==> src/rtl/mode_sequencer.sv <==
// rtl/mode_sequencer.sv - frame-synchronous scheduler stepping mode_params through a slot table
// Applies new params only on the vmax end-of-frame pulse so pattern/timing switches never tear.
module mode_sequencer #(
    parameter int ADDR_W = 2
) (
    input  logic              clk,
    input  logic              reset,
    input  logic              vmax,
    input  logic              run,
    input  logic              step,
    input  logic              cfg_we,
    input  logic [ADDR_W-1:0] cfg_addr,
    input  logic [7:0]        cfg_data,
    input  logic [7:0]        cfg_hold,
    input  logic              cfg_last,
    output logic              cfg_ready,
    output logic [7:0]        mode_params,
    output logic [ADDR_W-1:0] slot,
    output logic              changed,
    output logic              active
);

    localparam int SLOTS = 2 ** ADDR_W;

    typedef enum logic [1:0] {
        IDLE = 2'd0,
        ARM  = 2'd1,
        RUN  = 2'd2
    } state_t;

    state_t            state;
    logic [7:0]        tbl_data [SLOTS];
    logic [7:0]        tbl_hold [SLOTS];
    logic              tbl_last [SLOTS];
    logic [7:0]        frame_cnt;
    logic              step_pending;
    logic [ADDR_W-1:0] next_slot;
    logic              advance;

    assign cfg_ready = (state == IDLE);

    always_comb begin
        next_slot = slot + 1'b1;
        if (tbl_last[slot] || slot == ADDR_W'(SLOTS - 1)) begin
            next_slot = '0;
        end
    end

    // A same-cycle step counts, so a step arriving with vmax advances on that frame edge.
    assign advance = (frame_cnt == 8'd0) || step_pending || step;

    always_ff @(posedge clk) begin
        if (reset) begin
            state        <= IDLE;
            mode_params  <= 8'h00;
            slot         <= '0;
            changed      <= 1'b0;
            active       <= 1'b0;
            frame_cnt    <= 8'd0;
            step_pending <= 1'b0;
            for (int i = 0; i < SLOTS; i++) begin
                tbl_data[i] <= 8'h00;
                tbl_hold[i] <= 8'h00;
                tbl_last[i] <= 1'b0;
            end
        end else begin
            changed <= 1'b0;

            if (cfg_we && state == IDLE) begin
                tbl_data[cfg_addr] <= cfg_data;
                tbl_hold[cfg_addr] <= cfg_hold;
                tbl_last[cfg_addr] <= cfg_last;
            end

            case (state)
                IDLE: begin
                    step_pending <= 1'b0;
                    active       <= 1'b0;
                    if (run) begin
                        state <= ARM;
                    end
                end
                ARM: begin
                    step_pending <= 1'b0;
                    if (!run) begin
                        state  <= IDLE;
                        active <= 1'b0;
                    end else if (vmax) begin
                        state       <= RUN;
                        active      <= 1'b1;
                        mode_params <= tbl_data[0];
                        frame_cnt   <= tbl_hold[0];
                        slot        <= '0;
                        changed     <= 1'b1;
                    end
                end
                RUN: begin
                    if (!run) begin
                        state        <= IDLE;
                        active       <= 1'b0;
                        step_pending <= 1'b0;
                    end else if (vmax) begin
                        if (advance) begin
                            mode_params  <= tbl_data[next_slot];
                            frame_cnt    <= tbl_hold[next_slot];
                            slot         <= next_slot;
                            changed      <= 1'b1;
                            step_pending <= 1'b0;
                        end else begin
                            frame_cnt <= frame_cnt - 8'd1;
                        end
                    end else if (step) begin
                        step_pending <= 1'b1;
                    end
                end
                default: begin
                    state  <= IDLE;
                    active <= 1'b0;
                end
            endcase
        end
    end

endmodule
==> config.mk <==
export PLATFORM = sky130hd
export DESIGN_NAME = mode_sequencer
export DESIGN_NICKNAME = d
export VERILOG_FILES = /design/src/rtl/mode_sequencer.sv
export SDC_FILE = /design/constraint.sdc
export NUM_CORES = 1
export LEC_CHECK = 0
export BUFFER_PORTS_ARGS = -buffer_cell sky130_fd_sc_hd__buf_2
export CAP_MARGIN = 20
export CORE_MARGIN = 3
export CORE_UTILIZATION = 61
export DETAILED_ROUTE_END_ITERATION = 10
export PLACE_DENSITY = 0.81
export SKIP_CTS_REPAIR_TIMING = 1
export SLEW_MARGIN = 10
export SYNTH_ARGS = -nofsm -noshare
export SYNTH_HDL_FRONTEND = slang
export SYNTH_SLANG_ARGS = --single-unit
export TNS_END_PERCENT = 10
==> constraint.sdc <==
create_clock -name clk -period 6.2 [get_ports clk]
set_input_delay 0.62 -clock clk [delete_from_list [all_inputs] [get_ports clk]]
set_output_delay 0.62 -clock clk [all_outputs]
set_load 0.02 [all_outputs]
# After elaboration in Yosys (flattened, before gate mapping)
# Memory sizes are Yosys's and may differ from the RTL's. A register that Yosys moved wholly into a read port is not among the register bits.
# Cells that the tools add are included.
totals:
  in_bits: 25
  mem_bits_rw: 68
  ff_bits: 23
  n_memories: 3
  wordCells: 97
  out_inout_bits: 13
mem_list:
  columns: ["name", "words", "width", "read_ports", "rd_clocked_by_memory_dff", "wr", "line_no", "rtl"]
  rows:
  - ["tbl_data", 4, 8, 2, 0, 4, "32", "logic [7:0] tbl_data [SLOTS];"]
  - ["tbl_hold", 4, 8, 2, 0, 4, "33", "logic [7:0] tbl_hold [SLOTS];"]
  - ["tbl_last", 4, 1, 1, 1, 4, "34", "logic tbl_last [SLOTS];"]
classes:
  n_eq_ne: 13
  n_reduce_logical: 17
  add_sub_neg: 2
  mux: 55
ops:
  columns: ["op", "n"]
  rows:
  - ["$mux 8", 12]
  - ["$pmux 8 s2", 2]
  - ["$mux 2", 15]
  - ["$mux 1", 21]
  - ["$reduce_or 8->1", 2]
  - ["$ne 2x2->1 const B", 7]
  - ["$logic_not 8->1", 1]
  - ["$ne 4x4->1 const B", 2]
  - ["$sub 8x1->8 const B", 1]
  - ["$pmux 1 s2", 3]
  - ["$pmux 2 s3", 1]
  - ["$reduce_and 3->1", 2]
  - ["$reduce_and 6->1", 1]
  - ["$reduce_and 5->1", 1]
  - ["$eq 2x2->1 const B", 2]
  - ["$pmux 2 s2", 1]
  - ["$reduce_bool 2->1", 2]
  - ["$logic_or 1x1->1", 3]
  - ["$ne 3x3->1 const B", 1]
  - ["$add 2x1->2 const B", 1]
  - ["$eq 2x1->1 const B", 1]
  - ["$logic_not 2->1", 1]
  - ["$reduce_and 2->1", 1]
  - ["$reduce_or 2->1", 1]
  - ["other kinds (2)", 2]

# Longest topological paths before layout
# Gate-level depths: netlist of the first run.
logic_depth:
  ltp_word: 9
  mapped_depth: 9
  ltp_nobuf: 7

# Worst setup path before layout of the first run
# OpenSTA, ideal clock, no wires.
synth_path:
  path_kind: "register to register"
  start: "register state[1]"
  end: "memory tbl_data[2][0], enable pin"
  path_stages_with_launch: 7
  setup_time_ns: 0.337
  setup_slack_ns: 3.908
  n_path_buf: 0
  period_less_slack_ns: 2.292
  required_time_ns: 5.863
  t_arrival_ns: 1.955
  cell_sequence: "dfxtp_1 inv_1 ha_1 nand2_1 or2_2 nor3b_1 or2_2"
synth_rtl:
  columns: ["element", "line_no", "rtl"]
  rows:
  - ["from (decl)", "31", "state_t state;"]
  - ["from (signal assigned)", "54", "state <= IDLE;"]
  - ["from (signal assigned)", "80", "state <= ARM;"]
  - ["from (signal assigned)", "86", "state <= IDLE;"]
  - ["to (decl)", "32", null]

# Worst setup path after layout of the first run
layout_path:
  start: "register slot[0]"
  end: "register frame_cnt[2]"
layout_between:
  elab_chain_cells: 8
  word_cells_on_any_way: 9
  cone_classes: "add/sub (1); eq/ne (1); mux (5); reduce/logical (1); memory (1)"
layout_lines:
  columns: ["element", "line_no", "rtl"]
  rows:
  - ["from (decl)", "18", "output logic [ADDR_W-1:0] slot,"]
  - ["from (signal assigned)", "106", "slot <= next_slot;"]
  - ["branches (longest 2 deep; another with $add 2x1->2)", null, null]
  - ["$mux 2 (*)", "44", "if (tbl_last[slot] || slot == ADDR_W'(SLOTS - 1)) begin"]
  - ["$mem_v2 4x8 (*)", null, null]
  - ["$mux 8 (*)", "103", "if (advance) begin"]
  - ["$mux 8 (*)", "102", "end else if (vmax) begin"]
  - ["$mux 8 (*)", "98", "if (!run) begin"]
  - ["$pmux 8 s2 (*)", "75", "case (state)"]
  - ["to (signal assigned)", "92", "frame_cnt <= tbl_hold[0];"]
  - ["to (signal assigned)", "105", "frame_cnt <= tbl_hold[next_slot];"]
  - ["to (signal assigned)", "110", "frame_cnt <= frame_cnt - 8'd1;"]
  - ["to (decl)", "35", "logic [7:0] frame_cnt;"]
# Every way passes the cells marked *. The select of a mux whose other input is x is not followed.
# A chain may end at the register's enable or synchronous reset.

==> flow_summary.toml, run 1 <==
[layout]
fin_nets = 475
area_growth_pct = 10.1
multi_input_area_mm2 = 0.00196
regArea_mm2 = 0.00254
drive_gt1_share_pct = 18.4
antenna-diode-count = 0
utilization_pct = 69.8
n_fill_cell = 525
layout_common_cells = "68 x and2_1, 68 x edfxtp_1, 37 x buf_2"

[placed_design]
place_congestion = 0.904
dp_slack_ns = 2.97
portBuffers = 37
hpwl_um = 6850

[route]
wl_per_cell_um = 18.4
drt-total-wl_um = 10000
drtIter0Drc = 250
num_vias = 3347
viasPerCell = 6.14
final_antenna_net_count = 0
first_pass_iters = 5
drc = 0

[run_status]
outcome = "complete, no violations"

[worst_hold_path]
min_path_type = "flop to flop"
hold_start = "mode_params[0]$_SDFFE_PP0P_"

[critical_path]
start_kind = "flop"
crit_path_end_kind = "flop"
crit_arrival_ns = 3.26
path_class = "flop to flop"
cp_max_fo = 19
crit_required_ns = 6.42
cp-startpoint = "slot[0]$_SDFFE_PP0P_"
r2r-start = "slot[0]$_SDFFE_PP0P_"

[global_routing]
grt_remaining_overflow = 0
antenna_found_initial = 0
grt_pass1_wl_um = 16200
gr-usage-all-layers_pct = 24.3
grt_max_degree = 33
grt_pass1_vias = 3181

[timing]
finalCritPeriodShare_pct = 49.0
tightest_slew_ns = 1.16
hold_ws_ns = 0.472
drv_slew = 0
fin_setup_tns_ns = 0
fin_ws_ns = 3.16
hold_violations = 0
setup_viol = 0
rsz0062_at_grt = "no"
max_slew_margin_pct = 23.0
clock.fmax_mhz = 329
min_period_ns = 3.04
final.setup_skew_ns = 0.0113

[yosys]
synth_warnings = 0
synth_compound_area_share_pct = 14.2
synth_area_per_cell_um2 = 11.2
synth_seq_cells = 93
ys.flop_type = "edfxtp_1"
synth_nets = 446
ys_top_cells_by_area = "edfxtp_1 44%, dfxtp_1 11%, and2_1 9.2%, mux2_2 3.6%, nor2_1 2.3%"
netlist_instances = 413
yosysTopAreaCellShare_pct = 44.0
synth_edf_count = 68
synth_area_mm2 = 0.00464
synthAdderAreaFrac_pct = 2.16
ys_types = 56
synth-simple-area-share_pct = 20.7
yosysSeqAreaShare_pct = 54.8
yosysTopAreaCell = "edfxtp_1"
synthArstFlopShare_pct = 0
synthMuxAreaShare_pct = 4.50
synth_top_family_by_area = "simple AND/OR/NAND/NOR gates"
synth_xor_area_share_pct = 0.755

[cts]
cts.sinks = 93
cts-root-buf = "clkbuf_8"
cts_made_buffers = 9
clock_latency_ns = 0.35
cts_tree = "built"
htree_levels = 3
clockBufferDepth = 2
clkTransAtPathRegs_ns = 0.09

[pwr]
p_leak_nw = 1.98
peakVddDrop_v = 0.000127
netSwitchingPower_mw = 0.317
p_clk_share_pct = 33.4
p_int_mw = 0.985
power.density_mw_per_mm2 = 255
p_comb_share_pct = 11.5
sw_frac_of_total_pct = 24.3
power_frac_seq_pct = 55.1

[floorplan]
core_mm2 = 0.00733
io_pins = 38
die_area_mm2 = 0.00869
rows = 31
die_x_um = 93.2
die_h_um = 93.2
initial_core_util_pct = 63.3

[run]
drv_cap = 0
==> sequential cells by signal, indices dropped and copies added (netlist names), named ones only <==
| signal | cells |
|---|---|
| active | 1 |
| changed | 1 |
| frame_cnt | 8 |
| mode_params | 8 |
| slot | 2 |
| state | 2 |
| step_pending | 1 |
| tbl_data | 32 |
| tbl_hold | 32 |
| tbl_last | 4 |
==> metal layers <==
metal | vias to the layer above | wire length [um] | track usage [%]
met3 | 7 | 718 | 4.59
met5 | - | 0 | 0
met1 | 1601 | 4480 | 34.8
met2 | 154 | 4740 | 37.9
met4 | 0 | 84 | 7.33
li1 | 1585 | - | -
==> power groups by stage <==
stage	clock (mW)	combinational, mW	sequential [mW]
4_1_cts	0.438	0.147	0.717
3_5_place_dp	0	0.147	0.732
2_1_floorplan	0	0.103	0.728
5_1_grt	0.467	0.166	0.720
3_3_place_gp	0	0.143	0.730
6_report	0.435	0.150	0.718
==> synth_stat cells (2+ instances only) <==
master	n
a32o_1	9
or2_2	6
mux2i_1	4
dfxtp_1	25
nor2b_1	6
a22oi_1	4
edfxtp_1	68
nand4_1	8
mux2_2	15
a31oi_1	3
a211o_1	3
nand3_1	12
buf_2	5
nor3_1	5
inv_1	9
xnor2_1	3
a32oi_1	9
nand2_1	21
a21o_1	8
o21ai_0	8
clkbuf_1	17
o21bai_1	2
nor2_1	28
a41oi_1	2
nor3b_1	5
a21oi_1	16
and3_1	2
a2111oi_0	2
a211oi_1	7
ha_1	8
and2_1	68
==> critical path, cell delays in order (launching register included) <==
cell	delay, ns
dfxtp_1	0.79
buf_8	0.24
ha_1	0.18
nor2_1	0.06
a22oi_1	0.91
a211oi_1	0.19
o211a_1	0.16
a2111oi_0	0.39
==> final timing paths <==
| path | to | slack (ns) | depth (start not counted) |
|---|---|---|---|
| max reg2reg | frame_cnt[2]$_SDFFE_PP0P_ | 3.16 | 7 |
| min | mode_params[0]$_SDFFE_PP0P_ | 0.47 | 1 |
| min reg2reg | mode_params[0]$_SDFFE_PP0P_ | 0.47 | 1 |
| max | frame_cnt[2]$_SDFFE_PP0P_ | 3.16 | 7 |
==> logic make-up after synthesis <==
group,Yosys count
AND/OR/NAND/NOR,170
flip-flops,93
AO/OA/AOI/OAI,86
buffers and inverters,33
multiplexers,19
adder cells (fa/ha/maj),8
XOR/XNOR,4
==> final cells by class <==
type                    count  share of cell area [%]
flip-flops and latches     93                    49.7
multi-input cells         287                    38.4
clock inverters             5                    1.66
inverters                   9                   0.661
well taps                  99                    2.42
clock buffers              10                    2.50
repair buffers             42                    4.65
==> metrics by stage <==
step	instance area (um2)	cells	power (mW)
2_1_floorplan	4640	413	0.831
3_3_place_gp	4870	528	0.873
3_5_place_dp	4870	528	0.878
4_1_cts	5080	543	1.30
5_1_grt	5110	545	1.35
6_report	5110	545	1.30
No activity file was read; power rests on OpenSTA's default activity.
==> run 2: changes to the inputs <==
--- a/config.mk
+++ b/config.mk
@@ -5,12 +5,13 @@
 export SDC_FILE = /design/constraint.sdc
 export NUM_CORES = 1
 export LEC_CHECK = 0
+export ABC_AREA = 1
 export BUFFER_PORTS_ARGS = -buffer_cell sky130_fd_sc_hd__buf_2
 export CAP_MARGIN = 20
 export CORE_MARGIN = 3
-export CORE_UTILIZATION = 61
+export CORE_UTILIZATION = 60
 export DETAILED_ROUTE_END_ITERATION = 10
-export PLACE_DENSITY = 0.81
+export PLACE_DENSITY = 0.8
 export SKIP_CTS_REPAIR_TIMING = 1
 export SLEW_MARGIN = 10
 export SYNTH_ARGS = -nofsm -noshare
==> constraint.sdc (replaced) <==
create_clock -name clk -period 2.9 [get_ports clk]
set_input_delay 0.29 -clock clk [delete_from_list [all_inputs] [get_ports clk]]
set_output_delay 0.29 -clock clk [all_outputs]
set_load 0.02 [all_outputs]
==> flow_summary.toml, run 2 <==
[run_status]
outcome = "complete, no violations"

[yosys]
synth_seq_cells = 93
yosysSeqAreaShare_pct = 53.1
ys.flop_type = "edfxtp_1"
yosysTopAreaCellShare_pct = 42.7
synth_area_mm2 = 0.00479
ys_types = 32
netlist_instances = 569
synth_warnings = 0
synth_area_per_cell_um2 = 8.41
ys_top_cells_by_area = "edfxtp_1 43%, dfxtp_1 10%, nor2_1 9.6%, nand2_1 6.8%, inv_1 6.6%"
synth_nets = 602
synthArstFlopShare_pct = 0
synth_edf_count = 68
yosysTopAreaCell = "edfxtp_1"
synthMostInstantiatedCell = "nor2_1"
yosys-top-cells-count = "122 x nor2_1, 87 x nand2_1, 84 x inv_1, 68 x edfxtp_1, 40 x nand3_1"

[global_routing]
antenna_found_initial = 0
grt_remaining_overflow = 0
grt_pass1_vias = 3443
grt_max_degree = 37
grt_pass1_wl_um = 17200
gr-usage-all-layers_pct = 24.9

[layout]
drive_gt1_share_pct = 12.6
utilization_pct = 69.9
antenna-diode-count = 0
n_fill_cell = 589
layout_commonest_cell = "nor2_1"
finalNonFillerCells = 703
largestRegisters = "tbl_data (32), tbl_hold (32)"
area_growth_pct = 9.33
layout_common_cells = "122 x nor2_1, 87 x nand2_1, 84 x inv_1"
fin_nets = 632

[timing]
max_slew_margin_pct = 52.3
final.setup_skew_ns = 0.0121
hold_ws_ns = 0.260
rsz0062_at_grt = "no"
hold_violations = 0
min_period_ns = 2.28
drv_slew = 0
fin_ws_ns = 0.620
finalCritPeriodShare_pct = 78.6
fin_setup_tns_ns = 0
setup_viol = 0
clock.fmax_mhz = 439
tightest_slew_ns = 0.714

[floorplan]
initial_core_util_pct = 63.9
die_x_um = 95.3
core_mm2 = 0.00749
die_area_mm2 = 0.00908
rows = 31
die_h_um = 95.3
io_pins = 38

[placed_design]
place_congestion = 0.926
placedCellCount = 687
portBuffers = 37
dp_slack_ns = 0.654
hpwl_um = 7310

[route]
drt-total-wl_um = 10400
drtIter0Drc = 325
final_antenna_net_count = 0
viasPerCell = 5.49
first_pass_iters = 5
drc = 0
wl_per_cell_um = 14.8
num_vias = 3856

[critical_path]
crit_top_cell = "nand2_1"
critPathTopFamily = "simple AND/OR/NAND/NOR gates"
cp_slowest_cell = "nand2_1"
r2r_slack_ns = 0.62
path_class = "flop to flop"
path_buf_inv = 2
reg2reg_depth = 8
critical_path.max_stage_delay_ns = 0.51
crit_chain = "inv_1, ha_1, nand2_1, nor2_1, inv_2, nor2_1, nand2_1, nand2_1"
crit_required_ns = 2.90
crit_path_end = "tbl_data[0][1]$_SDFFCE_PN0P_"
cp.depth = 8
crit_path_end_kind = "flop"
worstReg2RegEnd = "tbl_data[0][1]$_SDFFCE_PN0P_"
r2r-start = "state[0]$_SDFFE_PP0P_"
cp-startpoint = "state[0]$_SDFFE_PP0P_"
start_kind = "flop"
crit_arrival_ns = 2.28
cp_max_fo = 18

[cts]
cts_made_buffers = 9
clockBufferDepth = 2
cts.sinks = 93
clock_latency_ns = 0.37
clkTransAtPathRegs_ns = 0.09
htree_levels = 3
cts_tree = "built"
cts-root-buf = "clkbuf_8"

[worst_hold_path]
min_path_type = "input port to flop"

[pwr]
p_clk_share_pct = 33.3
p_comb_share_pct = 13.7
power_frac_seq_pct = 53.0
p_int_mw = 2.12
netSwitchingPower_mw = 0.781
power.density_mw_per_mm2 = 555
p_leak_nw = 2.36
sw_frac_of_total_pct = 26.9
peakVddDrop_v = 0.000380

[run]
drv_cap = 0
run 2: changes by cell type in the layout (fill, tap and decap cells not counted), moves of 23 or more:
| cell | delta |
|---|---|
| nor2_1 | +94 |
| inv_1 | +75 |
| and2_1 | -67 |
| nand2_1 | +66 |
| nand3_1 | +28 |
| nand4_1 | +24 |
| a21oi_1 | +23 |
run 2: routing by layer:
layer / share of wire (%) / track usage [%] / vias up
met5: 0 / 0 / -
met4: 1.7 / 9.25 / 0
met3: 8.1 / 3.95 / 15
met2: 46 / 38.2 / 157
met1: 45 / 35.9 / 1781
li1: - / - / 1903
run 2: cell type report:
cell class	instances	area (um2)	area share, %
tap	99	124	2.37
sequential	93	2540	48.6
clock inverter	7	97.6	1.87
multi-input combinational	361	1770	33.8
clock buffer	9	124	2.37
timing repair buffer	44	238	4.54
inverter	90	338	6.46
run 2: logic make-up (layout without fill, tap and decap cells):
family	Yosys count	in the layout	synth area share (%)
flip-flops	93	93	53.1
AND/OR/NAND/NOR	297	297	28.7
adder cells (fa/ha/maj)	8	8	2.09
XOR/XNOR	4	4	0.732
AO/OA/AOI/OAI	52	52	5.49
buffers and inverters	115	150	9.91
run 2: worst min-delay path: stages:
cell and delay [ns]:
buf_2 0.13, nand3_1 0.10, a21oi_1 0.06
run 2: metrics by stage:
stage                     instance area, um2  total power, mW
after floorplan                         4790             1.86
after global placement                  5010             1.94
after detailed placement                5010             1.96
after CTS                               5230             2.91
after global routing                    5230             3.02
final                                   5230             2.90
run 2: power groups by stage:
stage / combinational [mW] / clock [mW] / sequential (mW)
2_1_floorplan: 0.290 / 0 / 1.57
3_3_place_gp: 0.377 / 0 / 1.57
3_5_place_dp: 0.392 / 0 / 1.57
4_1_cts: 0.396 / 0.980 / 1.54
5_1_grt: 0.448 / 1.03 / 1.55
6_report: 0.396 / 0.968 / 1.54
run 2: worst min path at each step:
stage / start / endpoint / slack, ns / cells past startpoint
global route: run / active$_SDFFE_PP0P_ / 0.29 / 3
global placement: step_pending$_SDFFE_PP0P_ / step_pending$_SDFFE_PP0P_ / 0.45 / 2
detailed placement: step_pending$_SDFFE_PP0P_ / step_pending$_SDFFE_PP0P_ / 0.45 / 2
finish: run / active$_SDFFE_PP0P_ / 0.26 / 3
CTS: run / active$_SDFFE_PP0P_ / 0.25 / 3
floorplan: step_pending$_SDFFE_PP0P_ / step_pending$_SDFFE_PP0P_ / 0.43 / 2
